## src/rtl/uart_tx_frame.sv

```systemverilog
// uart_tx_frame: oversampled serial UART transmitter.
// Line format: idle-high, start bit 0, 7 or 8 data bits LSB first,
// optional odd/even parity, 1 or 2 stop bits. Each bit lasts OVERSAMPLE
// clocks. Bytes are accepted over a valid/ready handshake.
// Framing controls share the encoding of the matching receiver.
// Optional build macro TX_B2B_EN lets the next byte be accepted in the final
// clock of the last stop bit, so frames follow each other with no idle gap.
// With TX_B2B_EN undefined, at least one idle clock separates frames.
module uart_tx_frame #(
  parameter int OVERSAMPLE = 16,
  parameter int CNT_W      = 8
) (
  input  logic       TX_clk,
  input  logic       rst,
  input  logic [7:0] tx_data,
  input  logic       tx_valid,
  output logic       tx_ready,
  input  logic       snum,
  input  logic       dnum,
  input  logic [1:0] par,
  output logic       output_signal,
  output logic       busy,
  output logic       frame_done
);

  localparam logic [2:0] IDLE   = 3'd0;
  localparam logic [2:0] START  = 3'd1;
  localparam logic [2:0] DATA   = 3'd2;
  localparam logic [2:0] PARITY = 3'd3;
  localparam logic [2:0] STOP   = 3'd4;

  localparam logic [CNT_W-1:0] OS_LAST = CNT_W'(OVERSAMPLE - 1);
  localparam logic [CNT_W-1:0] OS_PRE  = CNT_W'(OVERSAMPLE - 2);

  logic [2:0]       state;
  logic [CNT_W-1:0] os_cnt;
  logic [2:0]       bit_cnt;   // data bit index in DATA, stop bit index in STOP
  logic [7:0]       shreg;     // remaining data bits, next one in bit 1
  logic             par_bit;   // parity bit precomputed at acceptance
  logic             par_en;
  logic             two_stop;
  logic             seven;

  logic accept;
  logic last_tick;
  logic data_last;
  logic stop_last;
  logic data_x;

  // Ready: idle (and, in back-to-back builds, the very last frame clock)
`ifdef TX_B2B_EN
  assign tx_ready = ((state == IDLE) || frame_done) && !rst;
`else
  assign tx_ready = (state == IDLE) && !rst;
`endif

  assign accept    = tx_valid && tx_ready;
  assign last_tick = (os_cnt == OS_LAST);
  assign data_last = (bit_cnt == (seven ? 3'd6 : 3'd7));
  assign stop_last = (bit_cnt == (two_stop ? 3'd1 : 3'd0));
  // Bit 7 is left out of the parity in 7-bit mode since it is never sent.
  assign data_x    = dnum ? ^tx_data[6:0] : ^tx_data;

  // Frame sequencer: latches the byte and framing, then walks the bit periods
  // NOTE: every register here uses non-blocking assignment so all updates see
  // the pre-edge values; a blocking '=' would leak new values into later lines.
  always_ff @(posedge TX_clk) begin
    if (rst) begin
      state         <= IDLE;
      os_cnt        <= '0;
      bit_cnt       <= '0;
      shreg         <= '0;
      par_bit       <= 1'b0;
      par_en        <= 1'b0;
      two_stop      <= 1'b0;
      seven         <= 1'b0;
      output_signal <= 1'b1;
      busy          <= 1'b0;
      frame_done    <= 1'b0;
    end else begin
      frame_done <= 1'b0;
      if (accept) begin
        state         <= START;
        os_cnt        <= '0;
        bit_cnt       <= '0;
        shreg         <= tx_data;
        par_bit       <= (par == 2'b01) ? ~data_x : data_x;
        par_en        <= (par == 2'b01) || (par == 2'b10);
        two_stop      <= snum;
        seven         <= dnum;
        output_signal <= 1'b0;
        busy          <= 1'b1;
      end else if (state != IDLE) begin
        os_cnt <= last_tick ? '0 : os_cnt + 1'b1;
        // Pulse lands on the final clock of the last stop bit.
        if ((state == STOP) && stop_last && (os_cnt == OS_PRE))
          frame_done <= 1'b1;
        if (last_tick) begin
          case (state)
            START: begin
              state         <= DATA;
              output_signal <= shreg[0];
            end
            DATA: begin
              if (data_last) begin
                bit_cnt <= '0;
                if (par_en) begin
                  state         <= PARITY;
                  output_signal <= par_bit;
                end else begin
                  state         <= STOP;
                  output_signal <= 1'b1;
                end
              end else begin
                bit_cnt       <= bit_cnt + 3'd1;
                shreg         <= {1'b1, shreg[7:1]};
                output_signal <= shreg[1];
              end
            end
            PARITY: begin
              state         <= STOP;
              output_signal <= 1'b1;
            end
            STOP: begin
              output_signal <= 1'b1;
              if (stop_last) begin
                state   <= IDLE;
                bit_cnt <= '0;
                busy    <= 1'b0;
              end else begin
                bit_cnt <= bit_cnt + 3'd1;
              end
            end
            default: begin
              state         <= IDLE;
              output_signal <= 1'b1;
              busy          <= 1'b0;
            end
          endcase
        end
      end
    end
  end

endmodule
```

## config.mk

```make
export PLATFORM = sky130hd
export DESIGN_NAME = uart_tx_frame
export DESIGN_NICKNAME = d
export VERILOG_FILES = /design/src/rtl/uart_tx_frame.sv
export SDC_FILE = /design/constraint.sdc
export NUM_CORES = 1
export LEC_CHECK = 0
export ABC_AREA = 1
export BUFFER_PORTS_ARGS = -buffer_cell sky130_fd_sc_hd__clkbuf_2
export CORE_ASPECT_RATIO = 0.9
export CORE_MARGIN = 2
export CORE_UTILIZATION = 30
export CTS_CLUSTER_SIZE = 40
export DETAILED_ROUTE_END_ITERATION = 10
export SYNTH_ARGS = -nofsm -noshare
export SYNTH_HDL_FRONTEND = slang
export SYNTH_SLANG_ARGS = --single-unit
```

## constraint.sdc

```tcl
create_clock -name TX_clk -period 1.49 [get_ports TX_clk]
set_input_delay 0.2235 -clock TX_clk [delete_from_list [all_inputs] [get_ports TX_clk]]
set_output_delay 0.2235 -clock TX_clk [all_outputs]
set_load 0.1 [all_outputs]
```

==> results.py, run 1 <==
metrics = {
    "status": {
        "outcome": "finished, final reports clean",
    },
    "logic_synthesis": {
        "yosysMostFrequentCell": "nand2_1",
        "synth-edff-count": 0,
        "synth-seq-cells": 29,
        "syn_area_per_cell_um2": 6.286,
        "synth_area_leaders": "dfxtp_1 32%, nand2_1 18%, inv_1 8.9%",
        "synth-compound-area-share_pct": 7.602,
        "syn_inst": 288,
        "yosysUniqueCellTypes": 32,
        "muxShareOfSynthArea_pct": 0,
        "yosys_warnings": 0,
        "seq_area_frac_synth_pct": 32.07,
        "syn_area_um2": 1810,
        "netlist.area_leader.share_pct": 32.07,
        "synthArstFlopShare_pct": 0,
        "synth_adder_area_share_pct": 2.764,
        "synth_nets": 307,
        "synth_ff_type": "dfxtp_1",
        "synth_top_family_by_area": "simple AND/OR/NAND/NOR gates",
        "yosysTopAreaCell": "dfxtp_1",
        "synthXorXnorAreaFrac_pct": 1.451,
        "yosys.area_share.simple_pct": 44.44,
        "synth_common_cells": "85 x nand2_1, 43 x inv_1, 42 x nor2_1",
    },
    "cts": {
        "clk_pin_slew_ps": 60,
        "clkLatencyLatePin_ps": 290,
        "cts_buffer_depth": 2,
        "h-tree-depth": 2,
        "root_buffer": "clkbuf_8",
        "numCtsBuffers": 5,
        "hold_buffers": 0,
        "cts_num_sinks": 29,
        "cts_tree": "built",
    },
    "critical_path": {
        "regToRegEndpoint": "shreg[0]",
        "path_buf_inv": 1,
        "slowest_delay_ps": 360,
        "critPathRequiredTime_ps": 1270,
        "reg2reg_from": "os_cnt[4]",
        "crit_family": "simple AND/OR/NAND/NOR gates",
        "worst_path_most_repeated_cell": "nor2_4",
        "worstSetupPathType": "flop to output pin",
        "cpMaxStageDelayCell": "dfxtp_2",
        "worstSetupEndpointType": "output pin",
        "worstSetupStartpointType": "flop",
        "ff2ff_setup_slack_ps": 100,
        "crit_path_cell_trace": "nor2_4 -> nand2_4 -> nor2_4 -> buf_12",
        "cp.arrival_ps": 1220,
        "reg2reg_depth": 8,
        "crit_fanout": 7,
    },
    "sta": {
        "fin_crit_ps": 1440,
        "hold_violations": 0,
        "finalSetupViolCount": 0,
        "worstMarginPinSlew_ps": 545.5,
        "finClkSkew_ps": 3.910,
        "fin_crit_sh_pct": 96.65,
        "whs_ps": 143.0,
        "maxSlewHeadroom_pct": 63.79,
        "slew_violations": 0,
        "setup_tns_ps": 0,
        "fmax_mhz": 694.4,
    },
    "cells_and_area": {
        "final_layout_size_suffix_gt1_share_pct": 22.63,
        "fin_area_um2": 2263,
        "final_nets": 346,
        "diodes": 0,
        "area_growth_pct": 25.02,
    },
    "power_and_ir_drop": {
        "intPower_w": 0.001293,
        "switching_share_pct": 28.82,
        "switchingPower_w": 0.0005236,
        "power.leakage_nw": 1.139,
        "seqPwrFrac_pct": 45.5,
        "combPwrFrac_pct": 17.7,
        "power_density_nw_per_um2": 802.6,
        "fin_total_pwr_w": 0.001817,
        "clock_power_share_pct": 36.8,
        "irDropWorstVdd_mv": 0.3352,
    },
    "route": {
        "wl_per_cell_um": 10.91,
        "wl_mm": 4.331,
        "firstDrtPassIters": 4,
        "remaining_drc_errors": 0,
        "ant_nets": 0,
        "via_per_inst": 4.612,
        "num_vias": 1831,
        "drtIter0Drc": 81,
    },
    "hold_path": {
        "hp-class": "primary input to flop",
        "holdPathStages": 3,
        "min_from": "snum",
        "hold-path-endpoint": "two_stop",
    },
    "floorplan": {
        "die_height_um": 77.70,
        "dieArea_um2": 6673,
        "start_util_pct": 31.44,
        "rows": 26,
        "core_area_um2": 5758,
        "ios": 19,
        "die_x_um": 85.89,
    },
    "job": {
        "drv_cap": 0,
    },
    "grt": {
        "overflow": 0,
        "grt_max_degree": 20,
        "grt.total_usage_pct": 14.04,
        "antenna_found_initial": 0,
        "grt_pass1_vias": 1688,
        "grt_pass1_wl_mm": 7.555,
    },
    "placed_design": {
        "io_buffers": 18,
        "globalplace.congestion": 0.7836,
        "hpwl_mm": 3.181,
        "placed_cell_area_um2": 2056,
    },
}
==> power by group through the flow <==
stage / logic [W] / clock network [W] / registers, W
floorplan: 0.000189 / 0 / 0.000871
global placement: 0.000305 / 0 / 0.000842
detailed placement: 0.000309 / 0 / 0.000843
CTS: 0.000310 / 0.000686 / 0.000826
global route: 0.000363 / 0.000732 / 0.000829
finish: 0.000321 / 0.000669 / 0.000826
==> metrics by stage <==
stage               cells  util, %  worst slack [ps]
detailed placement    381    35.70             17.09
floorplan             288        -             92.67
CTS                   388    37.20             1.661
global route          397    39.31            -1.131
global placement      381    35.70             41.32
finish                397    39.31             49.97
==> placed cells by master, fill, tap and decap left out, drive strengths merged, types with 3 or more instances in the layout <==
cell type   n
nor2       48
nand3b      3
nand2      91
a21oi      13
buf        17
dfxtp      29
nand3      26
inv        47
o21ai       8
clkbuf     24
nand4       3
ha          4
nor3        5
==> logic make-up (layout without fill, tap and decap cells) <==
| logic type | after synthesis | count (layout) |
|---|---|---|
| adders and majority gates | 4 | 4 |
| AOI/OAI and AO/OA | 25 | 25 |
| xor gates and xnor gates | 3 | 3 |
| and+or+nand+nor | 177 | 178 |
| buffers and inverters | 50 | 88 |
| DFF | 29 | 29 |
==> layer usage <==
layer	up-vias	wire length, µm	track usage, %
li1	974	-	-
met1	824	2117	18.73
met2	25	1984	21.47
met3	8	153	3.404
met4	0	76	5.873
met5	-	0	0
==> what timing repair did <==
item / 4_1_cts / 5_1_grt
endpoints found under the setup margin: 0 / 20
resized for setup: 0 / 18
endpoints found under the hold margin: 0 / 0
setup buffers: 0 / 8
==> layout make-up <==
cell class | instances | area [µm²]
fill | 617 | 3495
multi-input combinational | 210 | 1080
sequential | 29 | 585.6
timing repair buffer | 34 | 237.7
inverter | 47 | 186.4
tap | 70 | 87.58
clock buffer | 7 | 86.33
==> sequential cells by signal, indices dropped and copies added (netlist names) <==
signal / count
two_stop: 1
par_bit: 1
state: 3
os_cnt: 8
busy: 1
output_signal: 1
seven: 1
shreg: 8
bit_cnt: 3
frame_done: 1
par_en: 1
==> worst max path at each step <==
stage,from,depth (start not counted),end
final,state[1],4,tx_ready
after global routing,os_cnt[4],8,shreg[0]
after CTS,state[0],4,tx_ready
after detailed placement,os_cnt[0],10,shreg[1]
after global placement,os_cnt[6],8,shreg[0]
after floorplan,os_cnt[0],10,shreg[3]
==> worst min-delay path: stages <==
cell	delay, ps
clkbuf_2	80
nand2_1	40
o21ai_0	50
Power figures use the tool's default switching activity.
==> run 2, diff against run 1 <==
- GPL_TIMING_DRIVEN: unset -> 1
- RECOVER_POWER: unset -> 25
==> run 2 against run 1 <==
Against the previous run: worst hold slack about the same; sequential cell count did not move; first-iteration DRC count increased by 7.4%; core utilization about the same; die area did not move; final cell count is the same; count of clock-buffer cells in the layout unchanged; power hardly changed; critical path type unchanged; highest routed layer unchanged.
==> results.py, run 2 (synthesis results as in run 1) <==
metrics = {
    "cts": {
        "root_buffer": "clkbuf_8",
        "hold_buffers": 0,
        "cts_buffer_depth": 2,
        "cts_tree": "built",
        "clkLatencyLatePin_ps": 290,
        "numCtsBuffers": 5,
        "cts_num_sinks": 29,
        "clk_pin_slew_ps": 60,
        "h-tree-depth": 2,
    },
    "floorplan": {
        "die_x_um": 85.89,
        "dieArea_um2": 6673,
        "die_height_um": 77.70,
        "rows": 26,
        "start_util_pct": 31.44,
        "core_area_um2": 5758,
        "ios": 19,
    },
    "critical_path": {
        "worstSetupStartpoint": "state[1]",
        "worstSetupEndpointType": "output pin",
        "worst_path_most_repeated_cell": "nor2_4",
        "crit_family": "simple AND/OR/NAND/NOR gates",
        "reg2reg_depth": 8,
        "slowest_delay_ps": 360,
        "cp-endpoint": "tx_ready",
        "worstSetupPathType": "flop to output pin",
        "ff2ff_setup_slack_ps": 100,
        "crit_fanout": 7,
        "critPathRequiredTime_ps": 1270,
        "cpMaxStageDelayCell": "dfxtp_2",
        "cp.arrival_ps": 1220,
        "path_depth": 4,
        "regToRegEndpoint": "shreg[0]",
        "worstSetupStartpointType": "flop",
        "path_buf_inv": 1,
        "reg2reg_from": "os_cnt[4]",
        "crit_path_cell_trace": "nor2_4 -> nand2_4 -> nor2_4 -> buf_12",
    },
    "power_and_ir_drop": {
        "power_density_nw_per_um2": 803.5,
        "switchingPower_w": 0.0005248,
        "switching_share_pct": 28.89,
        "seqPwrFrac_pct": 45.5,
        "intPower_w": 0.001292,
        "fin_total_pwr_w": 0.001817,
        "combPwrFrac_pct": 17.6,
        "power.leakage_nw": 1.139,
        "irDropWorstVdd_mv": 0.3353,
        "clock_power_share_pct": 36.9,
    },
    "route": {
        "num_vias": 1833,
        "firstDrtPassIters": 4,
        "remaining_drc_errors": 0,
        "ant_nets": 0,
        "wl_per_cell_um": 10.95,
        "wl_mm": 4.348,
        "via_per_inst": 4.617,
        "drtIter0Drc": 87,
    },
    "placed_design": {
        "globalplace.congestion": 0.7836,
        "hpwl_mm": 3.181,
        "io_buffers": 18,
    },
    "sta": {
        "hold_violations": 0,
        "fmax_mhz": 693.6,
        "slew_violations": 0,
        "fin_crit_ps": 1442,
        "fin_crit_sh_pct": 96.76,
        "worstMarginPinSlew_ps": 545.5,
        "whs_ps": 142.5,
        "maxSlewHeadroom_pct": 63.79,
        "finalSetupViolCount": 0,
        "finClkSkew_ps": 4.160,
    },
    "grt": {
        "grt_max_degree": 20,
        "overflow": 0,
        "antenna_found_initial": 0,
        "grt_pass1_wl_mm": 7.555,
        "grt_pass1_vias": 1688,
        "grt.total_usage_pct": 14.04,
    },
    "status": {
        "outcome": "finished, final reports clean",
    },
    "cells_and_area": {
        "final_nets": 346,
        "final_layout_size_suffix_gt1_share_pct": 22.63,
        "layout.area.seq_um2": 585.6,
        "nFillCells": 618,
        "layout_commonest_cell": "nand2_1",
        "area_growth_pct": 24.88,
        "reg_top3": "os_cnt: 8 flops, shreg: 8 flops",
        "diodes": 0,
        "multiInputGateArea_um2": 1080,
        "layout_common_cells": "81 x nand2_1, 41 x inv_1, 39 x nor2_1",
    },
    "job": {
        "drv_cap": 0,
    },
    "hold_path": {
        "hp-class": "primary input to flop",
    },
}
==> run 2: changes by cell type in the layout (fill, tap and decap cells not counted), sizes merged <==
| cell | before | now |
|---|---|---|
| clkbuf | 24 | 26 |
| buf | 17 | 15 |
==> run 2: how the worst min path moves through the flow <==
| stage | from | endpoint | cells past startpoint | slack (ps) |
|---|---|---|---|---|
| 6_report | snum | two_stop | 3 | 140 |
| 5_1_grt | snum | two_stop | 3 | 160 |
| 4_1_cts | snum | two_stop | 3 | 150 |
| 3_5_place_dp | snum | two_stop | 3 | 450 |
| 3_3_place_gp | par_bit | par_bit | 2 | 450 |
| 2_1_floorplan | snum | two_stop | 2 | 340 |
==> run 2: tightest hold or removal path, stage by stage <==
cell	delay, ps
clkbuf_2	80
nand2_1	40
o21ai_0	50
==> run 2: layer usage <==
layer	track usage, %	routed length, µm	vias up
met5	0	0	-
met4	5.873	76	0
met3	3.404	189	8
met2	21.47	1977	32
met1	18.73	2105	819
li1	-	-	974
==> run 2: what timing repair did <==
| action | in CTS | in global routing |
|---|---|---|
| buffers inserted | 0 | 8 |
| endpoints found under the setup margin | 0 | 20 |
| endpoints found under the hold margin | 0 | 0 |
| resized for setup | 0 | 18 |
==> run 2: stage by stage <==
| stage | util, % | std cells | setup WS [ps] | setup TNS (ps) | area (µm²) |
|---|---|---|---|---|---|
| 6_report | 39.27 | 397 | 48.22 | 0 | 2261 |
| 5_1_grt | 39.27 | 397 | -1.128 | -1.128 | 2261 |
| 4_1_cts | 37.20 | 388 | 1.661 | 0 | 2142 |
| 3_5_place_dp | 35.70 | 381 | 17.09 | 0 | 2056 |
| 3_3_place_gp | 35.70 | 381 | 41.32 | 0 | 2056 |
| 2_1_floorplan | - | 288 | 92.67 | 0 | 1818 |
==> run 2: final cells by class <==
type	count	share of cell area, %
flip-flops and latches	29	25.90
repair buffers	34	10.40
inverters	47	8.246
clock buffers	7	3.818
well taps	70	3.874
multi-input cells	210	47.76
==> run 2: power groups by stage <==
stage / Combinational (W) / Sequential (W) / Clock [W]
final: 0.000320 / 0.000827 / 0.000670
after global routing: 0.000362 / 0.000829 / 0.000732
after CTS: 0.000310 / 0.000826 / 0.000686
after detailed placement: 0.000309 / 0.000843 / 0
after global placement: 0.000305 / 0.000842 / 0
after floorplan: 0.000189 / 0.000871 / 0
==> run 3, diff against run 2 <==
- clock period: 1.49 -> 1.8 ns (I/O delays scaled with it)
==> run 3 against run 2 <==
Against the previous run: sequential cell count is the same; power shrank 21%; core utilization shrank 3.1 points; non-clock buffer count shrank 12; combinational power shrank 25%; clock skew grew 3.2 ps; critical path type unchanged.
==> results.py, run 3 (synthesis results as in run 1) <==
metrics = {
    "power_and_ir_drop": {
        "irDropWorstVdd_mv": 0.3234,
        "fin_total_pwr_w": 0.001429,
        "power.leakage_nw": 1.056,
        "power_density_nw_per_um2": 686.6,
    },
    "critical_path": {
        "critPathRequiredTime_ps": 1530,
        "regToRegEndpoint": "shreg[3]",
        "worstSetupStartpointType": "flop",
        "crit_family": "simple AND/OR/NAND/NOR gates",
        "worstSetupPathType": "flop to output pin",
        "reg2reg_depth": 10,
        "crit_fanout": 9,
        "cpMaxStageDelayCell": "dfxtp_1",
        "worstSetupEndpointType": "output pin",
        "crit_path_cell_trace": "nor2_4 -> nand2_4 -> nor2_2 -> buf_4",
        "reg2reg_from": "os_cnt[0]",
        "ff2ff_setup_slack_ps": 250,
        "slowest_delay_ps": 360,
        "cp.arrival_ps": 1340,
        "path_buf_inv": 1,
        "worstSetupStartpoint": "state[1]",
    },
    "placed_design": {
        "io_buffers": 18,
        "globalplace.congestion": 0.7899,
        "placed_cell_area_um2": 2008,
        "hpwl_mm": 3.041,
        "dp.cells": 377,
    },
    "sta": {
        "finClkSkew_ps": 7.323,
        "hold_violations": 0,
        "setup_tns_ps": 0,
        "worstMarginPinSlew_ps": 545.2,
        "maxSlewHeadroom_pct": 63.81,
        "finalSetupViolCount": 0,
        "fmax_mhz": 619.8,
        "slew_violations": 0,
        "rsz0062_at_grt": "false",
        "fin_crit_ps": 1613,
        "fin_crit_sh_pct": 89.63,
    },
    "cts": {
        "cts_setup_buffers": 0,
        "h-tree-depth": 2,
        "ctsResizeCount": 0,
        "cts_num_sinks": 29,
        "root_buffer": "clkbuf_8",
        "clk_pin_slew_ps": 60,
        "cts_buffer_depth": 2,
        "cts_tree": "built",
        "numCtsBuffers": 5,
        "hold_buffers": 0,
        "clkLatencyLatePin_ps": 270,
    },
    "floorplan": {
        "rows": 26,
        "ios": 19,
        "start_util_pct": 31.44,
        "die_height_um": 77.70,
        "core_area_um2": 5758,
        "dieArea_um2": 6673,
        "die_x_um": 85.89,
    },
    "cells_and_area": {
        "final_nets": 333,
        "multiInputGateArea_um2": 1018,
        "layout_commonest_cell": "nand2_1",
        "fin_cells": 385,
        "final_layout_size_suffix_gt1_share_pct": 13.65,
        "fin_area_um2": 2082,
        "nFillCells": 633,
        "area_growth_pct": 15.00,
        "diodes": 0,
        "layout.area.seq_um2": 580.6,
        "layout_common_cells": "86 x nand2_1, 43 x inv_1, 41 x nor2_1",
        "reg_top3": "os_cnt: 8 flops, shreg: 8 flops",
    },
    "route": {
        "via_per_inst": 4.462,
        "remaining_drc_errors": 0,
        "wl_mm": 3.850,
        "wl_per_cell_um": 10.00,
        "num_vias": 1718,
        "drtIter0Drc": 122,
        "firstDrtPassIters": 4,
        "ant_nets": 0,
    },
    "grt": {
        "grt_max_degree": 12,
        "grt_pass1_wl_mm": 6.824,
        "overflow": 0,
        "grt_pass1_vias": 1582,
        "grt.total_usage_pct": 12.72,
        "antenna_found_initial": 0,
    },
    "job": {
        "drv_cap": 0,
    },
    "hold_path": {
        "min_from": "snum",
        "hold-path-endpoint": "two_stop",
        "hp-class": "primary input to flop",
        "holdPathStages": 3,
    },
    "status": {
        "outcome": "finished, final reports clean",
    },
}
==> run 3: cell count changes in the layout (fill, tap and decap cells not counted), sizes merged <==
| cell | change |
|---|---|
| buf | -11 |
| nand2 | -1 |
==> run 3: worst max path at each step <==
stage,end,cells past startpoint
floorplan,tx_ready,3
global placement,shreg[3],10
detailed placement,shreg[5],10
CTS,tx_ready,4
global route,tx_ready,4
finish,tx_ready,4
==> run 3: final cells by class <==
class | instances | share of cell area, %
inverters | 47 | 8.834
clock buffers | 8 | 3.846
flip-flops and latches | 29 | 27.88
well taps | 70 | 4.207
multi-input cells | 209 | 48.92
repair buffers | 22 | 6.310
==> run 3: power by group <==
| group | switching, W | internal, W | leakage [nW] | total [W] |
|---|---|---|---|---|
| Sequential | 0.0000158 | 0.000668 | 0.236 | 0.000684 |
| Clock | 0.000232 | 0.000274 | 0.0395 | 0.000506 |
| Combinational | 0.000157 | 0.0000824 | 0.780 | 0.000239 |
==> run 3: routing by layer <==
layer / up-vias / GRT usage (%) / part of all wire (%) / routed length, µm
li1: 951 / - / - / -
met3: 4 / 3.511 / 2.0 / 76
met1: 752 / 16.04 / 51 / 1950
met4: 0 / 3.333 / 1.1 / 44
met2: 11 / 21.24 / 46 / 1778
met5: - / 0 / 0 / 0
==> run 3: stage by stage <==
stage | utilization [%] | setup WS, ps | hold WS, ps
global route | 36.16 | 109.1 | 244.9
global placement | 34.88 | 290.8 | 445.2
floorplan | - | 138.0 | 382.7
CTS | 36.27 | 169.4 | 212.9
finish | 36.16 | 186.6 | 202.1
detailed placement | 34.88 | 253.9 | 444.9
==> run 3: worst register-to-register path: cells and delay by family, from the launching register on <==
family	cells	cell delay, ps
and+or+nand+nor	8	750
DFF	1	390
buffers and inverters	1	70
adders and majority gates	1	240
